[config.mk]
export PLATFORM = sky130hd
export DESIGN_NAME = clint_ctrl
export DESIGN_NICKNAME = d
export VERILOG_FILES = /design/src/rtl/clint_ctrl.sv
export SDC_FILE = /design/constraint.sdc
export NUM_CORES = 1
export LEC_CHECK = 0
export CORE_ASPECT_RATIO = 2
export CORE_UTILIZATION = 43
export CTS_BUF_LIST = sky130_fd_sc_hd__clkbuf_2
export CTS_CLUSTER_SIZE = 24
export DETAILED_ROUTE_END_ITERATION = 8
export PLACE_DENSITY = 0.88
export SKIP_CTS_REPAIR_TIMING = 1
export SYNTH_ARGS = -nofsm -noshare
export SYNTH_HDL_FRONTEND = slang
export SYNTH_SLANG_ARGS = --single-unit
[constraint.sdc]
create_clock -name clk -period 2.7 [get_ports clk]
set_input_delay 0.54 -clock clk [delete_from_list [all_inputs] [get_ports clk]]
set_output_delay 0.54 -clock clk [all_outputs]
set_load 0.01 [all_outputs]
[src/rtl/clint_ctrl.sv]
// clint_ctrl: trap/interrupt sequencer driving the CSR file's CLINT write port and fetch redirect
module clint_ctrl (
  input  logic        clk,
  input  logic        rst_n,
  input  logic        id_valid,
  input  logic [31:0] id_pc,
  input  logic        inst_ecall,
  input  logic        inst_ebreak,
  input  logic        inst_mret,
  input  logic        irq_ext,
  input  logic        interrupt_enable,
  input  logic [31:0] csr_mstatus,
  input  logic [31:0] csr_mepc,
  input  logic [31:0] csr_mtvec,
  input  logic        csr_we_ex,
  output logic        we_clint,
  output logic [11:0] wa_clint,
  output logic [31:0] wd_clint,
  output logic        clint_hold,
  output logic        clint_jump,
  output logic [31:0] clint_jump_addr
);
  typedef enum logic [2:0] {IDLE, WR_MEPC, WR_MCAUSE, WR_MSTATUS, MRET_MSTATUS, JUMP} state_t;
  state_t      r_state;
  logic [31:0] r_epc, r_cause, r_target;
  logic        w_trap, w_mret, w_irq, w_event, w_wr, w_issue;
  logic [31:0] w_ms_trap, w_ms_mret;
  assign w_trap    = id_valid & (inst_ecall | inst_ebreak);
  assign w_mret    = id_valid & inst_mret & ~w_trap;
  assign w_irq     = id_valid & irq_ext & interrupt_enable & ~w_trap & ~inst_mret;
  assign w_event   = (r_state == IDLE) & (w_trap | w_mret | w_irq);
  assign w_wr      = (r_state == WR_MEPC) | (r_state == WR_MCAUSE) | (r_state == WR_MSTATUS) | (r_state == MRET_MSTATUS);
  assign w_issue   = w_wr & ~csr_we_ex;
  assign w_ms_trap = {csr_mstatus[31:8], csr_mstatus[3], csr_mstatus[6:4], 1'b0, csr_mstatus[2:0]};
  assign w_ms_mret = {csr_mstatus[31:8], 1'b1, csr_mstatus[6:4], csr_mstatus[7], csr_mstatus[2:0]};
  // write port and redirect outputs; EX-stage CSR writes win the shared port
  always_comb begin
    we_clint        = w_issue;
    wa_clint        = !w_issue ? 12'h000 :
                      r_state == WR_MEPC   ? 12'h341 :
                      r_state == WR_MCAUSE ? 12'h342 : 12'h300;
    wd_clint        = !w_issue ? 32'h0 :
                      r_state == WR_MEPC    ? r_epc :
                      r_state == WR_MCAUSE  ? r_cause :
                      r_state == WR_MSTATUS ? w_ms_trap : w_ms_mret;
    clint_hold      = (r_state != IDLE) | w_event;
    clint_jump      = r_state == JUMP;
    clint_jump_addr = (r_state == JUMP) ? r_target : 32'h0;
  end
  // sequencer: capture the event, step one CSR write per free port cycle, then redirect once
  always_ff @(posedge clk or negedge rst_n) begin
    if (!rst_n) begin
      r_state  <= IDLE;
      r_epc    <= 32'h0;
      r_cause  <= 32'h0;
      r_target <= 32'h0;
    end else begin
      unique case (r_state)
        IDLE: begin
          if (w_trap | w_irq) begin
            r_epc   <= id_pc;
            r_cause <= w_irq ? 32'h8000_000B : inst_ecall ? 32'd11 : 32'd3;
            r_state <= WR_MEPC;
          end else if (w_mret) r_state <= MRET_MSTATUS;
        end
        WR_MEPC:   if (!csr_we_ex) r_state <= WR_MCAUSE;
        WR_MCAUSE: if (!csr_we_ex) r_state <= WR_MSTATUS;
        WR_MSTATUS: if (!csr_we_ex) begin
          r_target <= {csr_mtvec[31:2], 2'b00};
          r_state  <= JUMP;
        end
        MRET_MSTATUS: if (!csr_we_ex) begin
          r_target <= csr_mepc;
          r_state  <= JUMP;
        end
        JUMP:    r_state <= IDLE;
        default: r_state <= IDLE;
      endcase
    end
  end
endmodule

==> Word-level counts from Yosys, hierarchy flattened <==
Index checks and enable logic that the tools add are counted.
W data, S select, Z words.
{ "op_classes": {"n_eq_ne": 11, "reduce_logical": 7, "bitwise": 20, "n_mux": 19} }
{ "ops": {"columns": ["op", "n"], "rows": [
  ["$mux W32", 7],
  ["$pmux W32 S2", 1],
  ["$mux W3", 5],
  ["$mux W7", 2],
  ["$pmux W3 S4", 1],
  ["$mux W10", 1],
  ["$ne A2 B2 Y1 const B", 5],
  ["$and A1 B1 Y1", 9],
  ["$mux W8", 1],
  ["$or A1 B1 Y1", 8],
  ["$eq A3 B2 Y1 const B", 2],
  ["$eq A3 B3 Y1 const B", 2],
  ["$mux W4", 1],
  ["$reduce_and A4 Y1", 1],
  ["$eq A3 B1 Y1 const B", 1],
  ["$logic_not A3 Y1", 1],
  ["$ne A3 B2 Y1 const B", 1],
  ["$not A1 Y1", 3],
  ["$reduce_and A3 Y1", 1],
  ["$reduce_bool A3 Y1", 1],
  ["$reduce_and A2 Y1", 1],
  ["$reduce_bool A2 Y1", 1],
  ["$reduce_or A2 Y1", 1]
]} }
{ "totals": {"inputBits": 137, "ff_bits": 99, "output_inout_bits": 79, "elab_cells": 61} }

==> Logic depth before layout (Yosys ltp) <==
Gate-level depths: netlist of run 1.
{ "logic_depth": {"word_depth": 8, "depth_mapped": 6, "depth_no_buf": 3} }

==> Least setup slack after synthesis of run 1 <==
No wires, ideal clock.
{ "synth_path": {"path_type": "input -> output", "startpoint": "in csr_we_ex", "endpoint": "out wd_clint[22]", "setup_slack_ps": 428, "path_buffers": 2, "t_required_ps": 2160, "arrival_ps": 1732, "path_stages": 5, "path_cell_list": "clkbuf_2 -> and2b_1 -> nor3b_1 -> clkbuf_1 -> a22o_1"} }
{ "synth_via": {"elab_chain_cells": 3} }
{ "synth_lines": {"columns": ["item", "line", "source"], "rows": [
  ["start: declaration", "15", "input logic csr_we_ex,"],
  ["$not A1 Y1", "33", "assign w_issue = w_wr & ~csr_we_ex;"],
  ["$and A1 B1 Y1", "33", null],
  ["$mux W32", "42", "wd_clint = !w_issue ? 32'h0 :"],
  ["end: declaration", "18", "output logic [31:0] wd_clint,"]
]} }
Every way passes these cells.

==> Final worst setup path of run 1 <==
{ "layout_path": {"startpoint": "reg r_state[2]", "endpoint": "out wd_clint[30]"} }
{ "layout_via": {"elab_chain_cells": 6} }
{ "layout_lines": {"columns": ["item", "line", "source"], "rows": [
  ["start: declaration", "24", "state_t r_state;"],
  ["start signal: assignment", "53", "r_state <= IDLE;"],
  ["start signal: assignment", "63", "r_state <= WR_MEPC;"],
  ["start signal: assignment", "64", "end else if (w_mret) r_state <= MRET_MSTATUS;"],
  ["$eq A3 B1 Y1 or $eq A3 B2 Y1 (tied branches)", "32, 43, 44", null],
  ["$or A1 B1 Y1 (3 in series)", "32", "assign w_wr = (r_state == WR_MEPC) | (r_state == WR_MCAUSE) | (r_state == WR_MSTATUS) | (r_state == MRET_MSTAT ..."],
  ["$and A1 B1 Y1", "33", null],
  ["$mux W32 (*)", "42", null]
]} }
Mark *: on every way between the ends. The rest lies on a longest branch, timed or not.

==> results of run 1 <==
-- registers in the layout, indices dropped and copies added (netlist names) --
register / count
r_state: 3
r_epc: 32
r_target: 32
r_cause: 3
-- per-layer routing --
| layer | track usage [%] | vias up | share of wire (%) |
|---|---|---|---|
| met3 | 5.60 | 18 | 5.5 |
| met5 | 0 | - | 0 |
| li1 | - | 1571 | - |
| met4 | 8.96 | 0 | 2.4 |
| met2 | 40.8 | 145 | 58 |
| met1 | 21.2 | 1596 | 34 |
-- area by class of cell --
| type | instances | share of cell area, % |
|---|---|---|
| tap | 100 | 1.95 |
| multi-input combinational | 216 | 30.4 |
| antenna | 1 | 0.0391 |
| inverter | 4 | 0.234 |
| sequential | 70 | 27.4 |
| timing repair buffer | 240 | 38.7 |
| clock buffer | 11 | 0.860 |
| clock inverter | 5 | 0.410 |
-- cell usage in the layout (no fill, tap or decap), drive strengths merged, types with 5 or more instances in the layout --
| master | netlist | layout |
|---|---|---|
| a21oi | 5 | 5 |
| a22o | 27 | 27 |
| and2 | 32 | 32 |
| buf | 27 | 57 |
| clkbuf | 7 | 16 |
| clkdlybuf4s50 | 0 | 133 |
| clkinv | 0 | 5 |
| conb | 1 | 7 |
| dfrtp | 70 | 70 |
| dlymetal6s2s | 0 | 45 |
| mux2 | 93 | 93 |
| nand2 | 5 | 5 |
| nand3b | 5 | 5 |
| nor2 | 7 | 7 |
-- path summary, 6_finish.rpt --
kind	startpoint	to	slack, ns	cells after the start
max in group asynchronous	rst_n	r_state[2]$_DFFE_PN0P_	1.99	1
worst min-delay path	rst_n	r_target[19]$_DFFE_PN0P_	0.11	1
worst max register to register	r_state[2]$_DFFE_PN0P_	r_target[28]$_DFFE_PN0P_	0.50	7
min in group clk	r_cause[1]$_DFFE_PN0P_	r_cause[1]$_DFFE_PN0P_	0.50	1
worst min register to register	r_cause[1]$_DFFE_PN0P_	r_cause[1]$_DFFE_PN0P_	0.50	1
worst max-delay path	r_state[2]$_DFFE_PN0P_	wd_clint[30]	-0.04	7
-- worst reg2reg max path, cell delays in order (launching register included) --
cell	delay (ns)
dfrtp_2	0.44
or3b_4	0.40
buf_6	0.13
a21oi_4	0.18
buf_6	0.13
buf_4	0.09
buf_4	0.34
mux2_2	0.40
-- cell families after synthesis --
| family | Yosys count | synth area share [%] |
|---|---|---|
| buffers and inverters | 38 | 6.67 |
| XOR/XNOR | 1 | 0.225 |
| AND/OR/NAND/NOR | 67 | 11.0 |
| other | 1 | 0.0962 |
| flip-flops | 70 | 44.9 |
| AO/OA/AOI/OAI | 46 | 9.69 |
| multiplexers | 95 | 27.4 |
-- where the power goes --
part | switching [uW] | internal, uW | total [uW]
combinational | 1120 | 1670 | 2780
sequential | 280 | 1570 | 1850
clock | 360 | 122 | 481
-- metrics by stage --
stage	instances	setup WS, ns	total power, uW
after floorplan	324	0.428	3430
after global placement	610	-0.146	4380
after detailed placement	610	-0.182	4510
after CTS	626	-0.499	5000
after global routing	647	-0.203	5450
final	647	-0.0429	5110
==> results.tsv, run 1 <==
stage	metric	value	unit
status	status	finished with violations	
status	violations	negative setup slack	
routing	dr.pass1.iters	6	
global_routing	antenna_found_initial	1	
global_routing	grt_overflow_total	0	
routing	drtIter0Drc	80	
logic_synthesis	synth.largest_area_cell	dfrtp_1	
timing	rsz0062_at_grt	yes	
pwr	leakage	0.00344	uW
routing	ant_nets	0	
logic_synthesis	syn-instance-count	318	
logic_synthesis	avgSynthCellArea	12.3	sq um
logic_synthesis	yosysSeqAreaShare	44.9	%
logic_synthesis	yosysUniqueCellTypes	37	
place	gp_congestion	0.774	
pwr	peakVddDrop	0.000480	V
logic_synthesis	syn_area	3900	sq um
die	coreArea	8710	sq um
timing	finalCritPeriodShare	102	%
finish	fillers	609	
place	dpl.hpwl	7870	um
finish	fin_area	6400	sq um
finish	multi_input_area	1950	sq um
logic_synthesis	yosysMostFrequentCell	mux2_2	
hold_path	min_path_type	in -> async	
clocking	tritoncts	built	
routing	wirelength	11300	um
place	io_buffers	206	
die	start_util	44.8	%
logic_synthesis	synth_area_leaders	dfrtp_1, mux2_2, a22o_1	
routing	vias_per_cell	5.15	
routing	num_vias	3330	
die	rows	48	
finish	register_area	1750	sq um
finish	layout-drive-gt1-share	33.3	%
flow_run	maxCapViolCount	0	
global_routing	grt_use_total	21.3	%
clocking	cts_root_buffer	clkbuf_2	
clocking	clockBufferDepth	2	
worst_setup_path	cp.required	2.16	ns
die	fp.dieH	137	um
global_routing	grt_first_pass_wirelength	15800	um
worst_setup_path	start_kind	flop	
timing	slew_violations	0	
worst_setup_path	cp_top_family	buffers and inverters	
pwr	pwr_density_cell	798	nW/um^2
worst_setup_path	crit_type	reg -> out	
logic_synthesis	synth_top_area_share	44.9	%
timing	setup_ws	-0.0429	ns
clocking	cts_htree_levels	3	
timing	setup_violations	17	
die	die_area	9480	sq um
logic_synthesis	ys.warnings.count	0	
logic_synthesis	ys_top_cells_by_count	mux2_2, dfrtp_1, and2_1	
logic_synthesis	ys_seq_elements	70	
worst_setup_path	path_cells	or3b_4 > buf_6 > a21oi_4 > buf_12 > clkbuf_16 > a22o_1 > buf_2	
die	io_pins	216	
finish	area_growth	64.2	%
timing	tightest_slew	0.876	ns
die	die_w	69.3	um
timing	finalSetupTns	-0.386	ns
place	placed_area	6040	sq um
logic_synthesis	async_reset_ff_share	100	%
routing	wl_per_cell	17.4	um
clocking	path_clk_slew	0.19	ns
timing	timing_hold_violations_final	0	
timing	clock.fmax	0.365	GHz
worst_setup_path	crit_buf_inv	4	
worst_setup_path	cp_max_fo	7	
worst_setup_path	cp-end-kind	primary output	
finish	nNetsFinal	678	
finish	final_util	73.5	%
clocking	clk_latency	0.51	ns
timing	timing.hold.ws	0.105	ns
global_routing	grt_max_degree	71	
worst_setup_path	cpMaxStageDelayCell	dfrtp_2	
timing	maxSlewHeadroom	41.6	%
logic_synthesis	synth_top_flop_cell	dfrtp_1	
timing	finalCriticalPeriod	2.74	ns
logic_synthesis	synth_edf_count	0	
global_routing	grt_pass1_vias	3346	
clocking	cts_sinks	70	
worst_setup_path	critical_path_arrival	2.20	ns
clocking	cts_buffers	9	
routing	drc_errors	0	
timing	worst_clock_skew	0.0176	ns
worst_setup_path	cpPeakStageDelay	0.44	ns
Note: power is estimated with default switching activity, not from simulation.
==> run 2: changes to the inputs <==
--- a/config.mk
+++ b/config.mk
@@ -7,4 +7,5 @@
 export LEC_CHECK = 0
 export CORE_ASPECT_RATIO = 2
+export CORE_MARGIN = 10
 export CORE_UTILIZATION = 43
 export CTS_BUF_LIST = sky130_fd_sc_hd__clkbuf_2
==> constraint.sdc (replaced) <==
create_clock -name clk -period 2.7 [get_ports clk]
set_input_delay 0.54 -clock clk [delete_from_list [all_inputs] [get_ports clk]]
set_output_delay 0.54 -clock clk [all_outputs]
set_load 0.05 [all_outputs]
==> run 2 against run 1 <==
Effect of this change: the run still ends with negative setup slack left; maximum frequency fell by 2.6%; critical endpoint is now wd_clint[31]; largest power group unchanged; non-clock buffer count down 17; critical path type unchanged; global-route usage fell by 3.2 points; largest cell class unchanged.
==> results.tsv, run 2 (synthesis results as in run 1) <==
stage	metric	value	unit	change
worst_setup_path	cp-end-kind	primary output		
pwr	leakage	0.00283	uW	-18%
global_routing	grt_use_total	18.1	%	-3.2 points
worst_setup_path	cp.required	2.16	ns	about the same
flow_run	maxCapViolCount	0		unchanged
status	status	finished with violations		
die	coreArea	8950	sq um	+2.8%
worst_setup_path	cp_max_fo	9		+2
clocking	clockBufferDepth	2		unchanged
hold_path	min_path_type	in -> async		
finish	register_area	1750	sq um	about the same
worst_setup_path	cpMostUsedCell	buf_4		
clocking	tritoncts	built		
timing	finalCritPeriodShare	104	%	+2.7 points
clocking	cts_root_buffer	clkbuf_2		
timing	maxSlewHeadroom	40.6	%	-0.99 points
die	fp.dieH	155	um	+13%
place	place_ws	0.0816	ns	+0.264 ns
finish	layout-drive-gt1-share	41.7	%	+8.3 points
timing	setup_ws	-0.115	ns	-0.0721 ns
global_routing	grt_overflow_total	0		unchanged
timing	slew_violations	0		unchanged
timing	clock.fmax	0.355	GHz	-2.6%
routing	wl_per_cell	20.9	um	+20%
finish	final_common_cell	clkdlybuf4s50_1		
global_routing	grt_pass1_vias	3550		+6.1%
clocking	path_clk_slew	0.18	ns	about the same
clocking	clk_latency	0.51	ns	about the same
status	violations	negative setup slack		
global_routing	grt_max_degree	71		unchanged
finish	diodes	0		-1
global_routing	antenna_found_initial	0		-1
die	die_area	13500	sq um	+43%
worst_setup_path	cpMaxStageDelayCell	dfrtp_1		
worst_setup_path	critical_path_arrival	2.28	ns	+0.08 ns
timing	worst_clock_skew	0.0154	ns	-0.00219 ns
worst_setup_path	start_kind	flop		
finish	final_util	77.6	%	+4.0 points
routing	dr.pass1.iters	4		-2
clocking	cts_buffers	9		unchanged
routing	ant_nets	0		unchanged
clocking	cts_sinks	70		unchanged
timing	finalCriticalPeriod	2.82	ns	+0.0721 ns
finish	top_regs	r_epc (32), r_target (32)		
clocking	cts_htree_levels	3		unchanged
worst_setup_path	crit_type	reg -> out		
timing	rsz0062_at_grt	yes		
die	start_util	43.6	%	-1.2 points
place	gp_congestion	0.791		+2.2%
finish	multi_input_area	2030	sq um	+4.5%
routing	drtIter0Drc	119		+49%
routing	wirelength	13200	um	+17%
finish	area_growth	78.0	%	
routing	num_vias	3327		-0.090%
finish	fillers	517		-15%
finish	nNetsFinal	661		-2.5%
worst_setup_path	cpPeakStageDelay	0.43	ns	about the same
worst_setup_path	path_cells	buf_6 > buf_4 > buf_4 > nor3b_4 > mux2i_1 > a211oi_4 > buf_12		
die	io_pins	216		unchanged
timing	tightest_slew	0.891	ns	+0.0149 ns
place	io_buffers	206		unchanged
die	rows	49		+2.1%
timing	finalSetupTns	-1.95	ns	-1.56 ns
routing	drc_errors	0		unchanged
place	dpl.hpwl	10300	um	+31%
die	die_w	87.3	um	+26%
timing	timing_hold_violations_final	0		unchanged
timing	setup_violations	28		+11
pwr	pwr_density_cell	970	nW/um^2	+22%
global_routing	grt_first_pass_wirelength	19400	um	+23%
routing	vias_per_cell	5.28		+2.6%
finish	mostFrequentLayoutCells	clkdlybuf4s50_1, mux2_2, buf_12		
pwr	peakVddDrop	0.000788	V	+64%
timing	timing.hold.ws	0.115	ns	+0.00934 ns
[run 2: cell count changes in the layout (fill, tap and decap cells not counted), moves of 2 or more]
cell	change
a31oi_1	-2
a31oi_4	+2
buf_12	+68
buf_2	-25
buf_4	-3
buf_6	-6
buf_8	-2
clkbuf_16	-4
dlymetal6s2s_1	-45
nand3_1	-2
nand3_2	+2
[run 2: layer usage]
layer  GRT usage [%]  wire length (um)  vias to the layer above
met5               0                 0                        -
li1                -                 -                     1538
met1            17.5              4180                     1599
met3            7.68              1390                       27
met4            6.87               360                        0
met2            32.3              7270                      163
[run 2: final cells by class]
class | instances | area share, %
timing repair buffer | 223 | 42.3
multi-input combinational | 216 | 29.3
sequential | 70 | 25.3
tap | 102 | 1.84
clock buffer | 12 | 0.865
inverter | 4 | 0.270
clock inverter | 3 | 0.180
[run 2: critical path: cells and delay by family, from the launching register on]
family / cells / cell delay, ns
buffers and inverters: 4 / 0.60
DFF: 1 / 0.43
AOI/OAI and AO/OA: 1 / 0.32
and+or+nand+nor: 1 / 0.24
muxes: 1 / 0.18
[run 2: worst paths after layout]
check	start	to	slack, ns	cells past startpoint
worst min-delay path	rst_n	r_target[15]$_DFFE_PN0P_	0.11	1
worst min register to register	r_target[27]$_DFFE_PN0P_	r_target[27]$_DFFE_PN0P_	0.50	1
min in group clk	r_target[27]$_DFFE_PN0P_	r_target[27]$_DFFE_PN0P_	0.50	1
max in group asynchronous	rst_n	r_state[2]$_DFFE_PN0P_	1.96	1
worst max-delay path	r_state[0]$_DFFE_PN0P_	wd_clint[31]	-0.12	7
worst max register to register	r_state[0]$_DFFE_PN0P_	r_epc[15]$_DFFE_PN0P_	0.64	7
[run 2: through the flow]
step	area [sq um]	total power [uW]	std cells
finish	6940	6730	630
global route	6940	7040	630
CTS	6770	6510	623
detailed placement	6700	6030	608
global placement	6700	5870	608
floorplan	3930	4280	324
[run 2: power breakdown]
group / leakage [uW] / internal (uW) / switching [uW]
Sequential: 0.000833 / 1570 / 295
Clock: 0.0000569 / 121 / 352
Combinational: 0.00194 / 2230 / 2160
Total: 0.00283 / 3920 / 2810
==> run 3: changes to the inputs <==
- ABC_CLOCK_PERIOD_IN_PS: not set -> 2700
- GPL_ROUTABILITY_DRIVEN: not set -> 0
==> results of run 3 <==
The final DEF is identical to that of run 2; final timing and power are the same.
